<file path="src/rtl/seq_shift_add_mult.sv">
// ---------------------------------------------------------------------------
// seq_shift_add_mult
//
// Iterative shift-and-add multiplier controller. It multiplies one operand
// pair per in_valid/in_ready handshake. The result is 2*WIDTH bits wide and
// appears after WIDTH iterations.
//
// The adder is not inside this block. It is a WIDTH-bit combinational adder
// instantiated at the parent level. On every cycle this block drives the
// adder operands from its registers and takes back the sum and carry-out.
//
// Optional feature (build macro SEQ_MULT_SIGNED_EN):
//   Defining the macro adds the input signed_op. When signed_op=1 the pair
//   is multiplied as two's complement numbers. Each shift feeds in a
//   sign-extension bit. On the last iteration the multiplicand weight is
//   subtracted instead of added. Without the macro every operation is
//   unsigned.
//
// Ports:
//   clk        rising-edge clock for all state
//   rst_n      synchronous active-low reset
//   in_valid   operand pair valid          in_ready   block can accept a pair
//   mcand      multiplicand (WIDTH)        mplier     multiplier (WIDTH)
//   out_valid  product valid               out_ready  downstream accepts
//   product    2*WIDTH result, held stable while out_valid=1
//   add_a      adder operand A (accumulator high half)
//   add_b      adder operand B (multiplicand, its inverse, or zero)
//   add_cin    adder carry-in
//   add_sum    adder sum                   add_cout   adder carry-out
//   signed_op  (SEQ_MULT_SIGNED_EN only) signed operation, captured at accept
// ---------------------------------------------------------------------------
module seq_shift_add_mult #(
  parameter int WIDTH = 16,
  parameter int CNT_W = 5
) (
  input  logic               clk,
  input  logic               rst_n,
  input  logic               in_valid,
  output logic               in_ready,
  input  logic [WIDTH-1:0]   mcand,
  input  logic [WIDTH-1:0]   mplier,
  output logic               out_valid,
  input  logic               out_ready,
  output logic [2*WIDTH-1:0] product,
  output logic [WIDTH-1:0]   add_a,
  output logic [WIDTH-1:0]   add_b,
  output logic               add_cin,
  input  logic [WIDTH-1:0]   add_sum,
  input  logic               add_cout
`ifdef SEQ_MULT_SIGNED_EN
  ,
  input  logic               signed_op
`endif
);

  typedef enum logic [1:0] {
    IDLE = 2'd0,
    CALC = 2'd1,
    DONE = 2'd2
  } state_t;

  localparam logic [CNT_W-1:0] LAST_CNT = CNT_W'(WIDTH - 1);
  localparam logic [CNT_W-1:0] CNT_ONE  = CNT_W'(1);

  state_t             state_r;
  logic [WIDTH-1:0]   acc_hi_r;
  logic [WIDTH-1:0]   acc_lo_r;
  logic [WIDTH-1:0]   mcand_r;
  logic [CNT_W-1:0]   cnt_r;
`ifdef SEQ_MULT_SIGNED_EN
  logic               signed_r;
`endif

  logic               last_iter_s;
  logic               shift_in_s;
  logic [WIDTH-1:0]   next_hi_s;
  logic [WIDTH-1:0]   next_lo_s;

  // Adder drive and next accumulator value, combinational from registers only
  always_comb begin
    last_iter_s = (state_r == CALC) && (cnt_r == LAST_CNT);
    add_a       = acc_hi_r;
    add_cin     = 1'b0;
    if (acc_lo_r[0]) begin
      add_b = mcand_r;
    end else begin
      add_b = {WIDTH{1'b0}};
    end
    // The unsigned product keeps the adder carry-out as the bit shifted into the top.
    shift_in_s = add_cout;
`ifdef SEQ_MULT_SIGNED_EN
    if (signed_r) begin
      // The multiplier MSB has negative weight, so the final partial product is subtracted.
      if (last_iter_s && acc_lo_r[0]) begin
        add_b   = ~mcand_r;
        add_cin = 1'b1;
      end else begin
        add_cin = 1'b0;
      end
      // This bit is the true sign of the signed sum, with one bit of extension.
      shift_in_s = add_a[WIDTH-1] ^ add_b[WIDTH-1] ^ add_cout;
    end else begin
      shift_in_s = add_cout;
    end
`endif
    next_hi_s = {shift_in_s, add_sum[WIDTH-1:1]};
    next_lo_s = {add_sum[0], acc_lo_r[WIDTH-1:1]};
  end

  // Control FSM, datapath registers and registered handshake/product outputs
  always_ff @(posedge clk) begin
    if (!rst_n) begin
      state_r   <= IDLE;
      in_ready  <= 1'b1;
      out_valid <= 1'b0;
      product   <= {(2*WIDTH){1'b0}};
      acc_hi_r  <= {WIDTH{1'b0}};
      acc_lo_r  <= {WIDTH{1'b0}};
      mcand_r   <= {WIDTH{1'b0}};
      cnt_r     <= {CNT_W{1'b0}};
`ifdef SEQ_MULT_SIGNED_EN
      signed_r  <= 1'b0;
`endif
    end else begin
      case (state_r)
        IDLE: begin
          if (in_valid) begin
            mcand_r  <= mcand;
            acc_lo_r <= mplier;
            acc_hi_r <= {WIDTH{1'b0}};
            cnt_r    <= {CNT_W{1'b0}};
`ifdef SEQ_MULT_SIGNED_EN
            signed_r <= signed_op;
`endif
            in_ready <= 1'b0;
            state_r  <= CALC;
          end else begin
            state_r  <= IDLE;
          end
        end
        CALC: begin
          acc_hi_r <= next_hi_s;
          acc_lo_r <= next_lo_s;
          cnt_r    <= cnt_r + CNT_ONE;
          if (last_iter_s) begin
            // The product register is loaded once here and then holds during DONE.
            product   <= {next_hi_s, next_lo_s};
            out_valid <= 1'b1;
            state_r   <= DONE;
          end else begin
            state_r   <= CALC;
          end
        end
        DONE: begin
          if (out_ready) begin
            out_valid <= 1'b0;
            in_ready  <= 1'b1;
            state_r   <= IDLE;
          end else begin
            state_r   <= DONE;
          end
        end
        default: begin
          out_valid <= 1'b0;
          in_ready  <= 1'b1;
          state_r   <= IDLE;
        end
      endcase
    end
  end

endmodule

</file>
<file path="config.mk">
export PLATFORM = sky130hd
export DESIGN_NAME = seq_shift_add_mult
export DESIGN_NICKNAME = d
export VERILOG_FILES = /design/src/rtl/seq_shift_add_mult.sv
export SDC_FILE = /design/constraint.sdc
export NUM_CORES = 1
export LEC_CHECK = 0
export ABC_AREA = 1
export CAP_MARGIN = 20
export CORE_MARGIN = 2
export CORE_UTILIZATION = 49
export DETAILED_ROUTE_END_ITERATION = 6
export PLACE_DENSITY = 0.89
export SLEW_MARGIN = 20
export SYNTH_ARGS = -nofsm -noshare
export SYNTH_HDL_FRONTEND = slang
export SYNTH_SLANG_ARGS = --single-unit
</file>
<file path="constraint.sdc">
create_clock -name clk -period 2.7 [get_ports clk]
set_input_delay 0.405 -clock clk [delete_from_list [all_inputs] [get_ports clk]]
set_output_delay 0.405 -clock clk [all_outputs]
set_load 0.01 [all_outputs]
</file>
==> key figures <==
CTS
  • PostCTS Resize Cnt: 0
  • Total CTS buffers: 9
  • Bufs on Longest Clock Path: 2
  • Post-CTS Setup Inserts: 0
  • H-tree Lvls: 3
  • Clk root buf: clkbuf_8
  • # hold bufs at CTS: 0
  • Skew-Pair Late Insertion Delay: 0.36 ns
  • Clock transition at path regs: 0.08 ns
  • CTS tree: built
  • Clk sink count: 89

Critical path
  • Critical path class: reg2out
  • Reg2reg end: product[19]
  • Critical Path Start: acc_lo_r[0]
  • Critical path's largest stage delay: 0.68 ns
  • Worst Reg-to-Reg Cells: 8
  • Crit path cell chain: nand2_1 -> inv_1 -> clkdlybuf4s50_1
  • Reg2Reg Launch Point: cnt_r[0]
  • CP bufs+invs: 2
  • Worst path depth: 3
  • WP data required: 2.30 ns
  • Setup crit end: add_b[14]
  • Reg2Reg Setup Slack: 0.65 ns
  • Delay-heaviest family, CP: flip-flops
  • Slowest cell on the critical path: dfxtp_1
  • CP max FO: 17
  • Worst setup EP type: output pin
  • Startpoint type of the worst setup path: flop
  • Arr. time, crit path: 1.76 ns

Synth
  • Synth Area in Simple Gates: 27.5%
  • Yosys top cell area share: 50.6%
  • Number of library cell types mapped by synthesis: 24
  • Synthesized area: 3520 µm²
  • Compound-Gate Fraction of Synth Area: 13.4%
  • Top_reg_cell synth: dfxtp_1
  • Post-synthesis xor/xnor area fraction: 0%
  • Top post-synthesis cells by area: dfxtp_1 (51%), nand2_1 (18%), a21oi_1 (7.7%)
  • Syn nets: 545
  • Number of synthesized register bits: 89
  • Synth warnings: 0
  • Sequential share of the synthesized area: 50.6%
  • Synth async-reset ratio: 0%
  • Mapped Cells: 490
  • Most frequent cells after synthesis: nand2_1 (171), dfxtp_1 (89), nor2_1 (71)
  • Post-synth EDFFs: 0
  • Main combinational cell family by area after synthesis: simple AND/OR/NAND/NOR gates
  • Mux share of post-synthesis cell area: 0%
  • Leading area contributor after synthesis: dfxtp_1
  • Top-count cell post-synth: nand2_1
  • Syn avg cell area: 7.18 µm²
  • Post-Synth Adder-Cell Area: 0.711%

Timing
  • Final Skew: 0.00887 ns
  • Slew Limit Fails: 0
  • Final Cycle Share: 80.1%
  • Setup TNS: 0 ns
  • Setup violators final: 0
  • Final hold vios: 0
  • Slew @ Worst Pin: 0.765 ns
  • Slew margin rel.: 48.9%
  • Smallest hold slack: 0.464 ns
  • Achievable Freq: 462 MHz
  • Minimum clock period: 2.16 ns
  • RSZ-0062 raised after global routing: false

Floorplanning
  • Ports: 120
  • Core ar.: 6870 µm²
  • Die Span X: 88.7 µm
  • Die area: 7870 µm²
  • Initial Utilization: 51.2%
  • Die H: 88.7 µm
  • FP Rows: 30

Finish
  • Share of layout cells above drive strength 1: 5.18%
  • Fin cells: 695
  • Final-stage net count: 650
  • Syn-to-layout area delta: 38.8%
  • Design Area, Final: 4880 µm²
  • ANT cells: 0

Hold path
  • HP Class: reg2reg

Placed design
  • Gpl congestion: 0.767
  • HPWL Detailed: 6280 µm
  • Buffers added on ports: 118
  • Area post-placement: 4700 µm²
  • Post-placement cell count: 680

Power and ir drop
  • Total power draw: 2.59 mW
  • Peak supply drop: 0.000295 V
  • Power density cells: 531 nW/µm²
  • Leak: 1.96 nW

Global routing
  • Global Route Usage Sum: 23.9%
  • GR Util met3: 5.04%
  • Global-route wire length before repair: 14800 µm
  • Met1 Use GR: 27.2%
  • GR Overflow Total: 0
  • Busiest metal layer after global routing: met2
  • Number of global-route vias before repair: 3346
  • Initial antenna violation count: 0
  • Pin count of the biggest net entering global routing: 35
  • Met2 usage: 43.3%

Detailed routing
  • Iteration-0 DRC Markers: 176
  • Vias/cell: 4.94
  • DR vias: 3430
  • DRT Pass-1 Iters: 5
  • Drc violations: 0
  • Post-Route WL: 9180 µm
  • DRT antenna net count: 0
  • Routed WL per cell: 13.2 µm

Flow run
  • Max Cap Viol: 0

Run status
  • Status: finished clean
## placed cells by master, fill, tap and decap left out, types with 2 or more instances in the layout
cell	Yosys	final
nand2_1	171	171
clkdlybuf4s50_1	0	118
dfxtp_1	89	89
nor2_1	71	71
a21oi_1	54	54
o21ai_0	35	35
inv_1	22	22
clkbuf_8	0	12
buf_4	6	5
inv_2	3	3
clkinv_2	0	3
nor2_4	2	2
nand2_2	2	2
o21ai_1	2	2
ha_1	2	2
## sequential cells by signal, summed over array words and instances, names as in the netlist
signal / cells
in_ready: 1
mcand_r: 16
add_a: 16
out_valid: 1
product: 32
cnt_r: 5
acc_lo_r: 16
state_r: 2
## worst min-delay path by stage
stage                 to  cells after the start  startpoint  slack [ns]
3_5_place_dp    in_ready                      1    in_ready        0.45
2_1_floorplan   cnt_r[4]                      2    cnt_r[4]        0.44
3_3_place_gp    in_ready                      1    in_ready        0.43
5_1_grt        add_a[10]                      2   add_a[10]        0.48
4_1_cts        add_a[10]                      2   add_a[10]        0.47
6_report       add_a[10]                      2   add_a[10]        0.46
## metrics by stage
step                util [%]  setup WS, ns
floorplan                  -          1.25
global placement        68.5         0.819
detailed placement      68.5         0.687
CTS                     71.1         0.546
global route            71.1         0.417
finish                  71.1         0.537
## per-layer routing
metal  vias up  part of all wire [%]
met5         -                     0
met3        13                   7.1
met4         0                   1.8
met2       117                    50
met1      1573                    42
li1       1727                     -
## power by group
part	switching, mW	internal (mW)	leakage [nW]
combinational	0.170	0.166	1.13
sequential	0.0447	1.37	0.727
clock	0.444	0.401	0.0980
## layout make-up
cell class              count  area [µm²]
fillers                   550        1980
flip-flops and latches     89        1780
multi-input cells         345        1470
repair buffers            124        1240
clock buffers              12         165
well taps                  96         120
inverters                  26        97.6
clock inverters             3        15.0
## logic make-up (layout without fill, tap and decap cells)
group / count (synthesis) / in the layout
flip-flops: 89 / 89
AO/OA/AOI/OAI: 93 / 93
buffers and inverters: 56 / 165
AND/OR/NAND/NOR: 249 / 249
adder cells (fa/ha/maj): 2 / 2
other: 1 / 1
## worst reg2reg max path, cell delays in order (launching register included)
cell and delay [ns]:
dfxtp_1 0.39, ha_1 0.18, inv_1 0.05, nor3_1 0.13, ha_1 0.20, inv_1 0.08
nor2_4 0.61, nand2_1 0.13, a21oi_1 0.20
No activity file was read; power rests on OpenSTA's default activity.
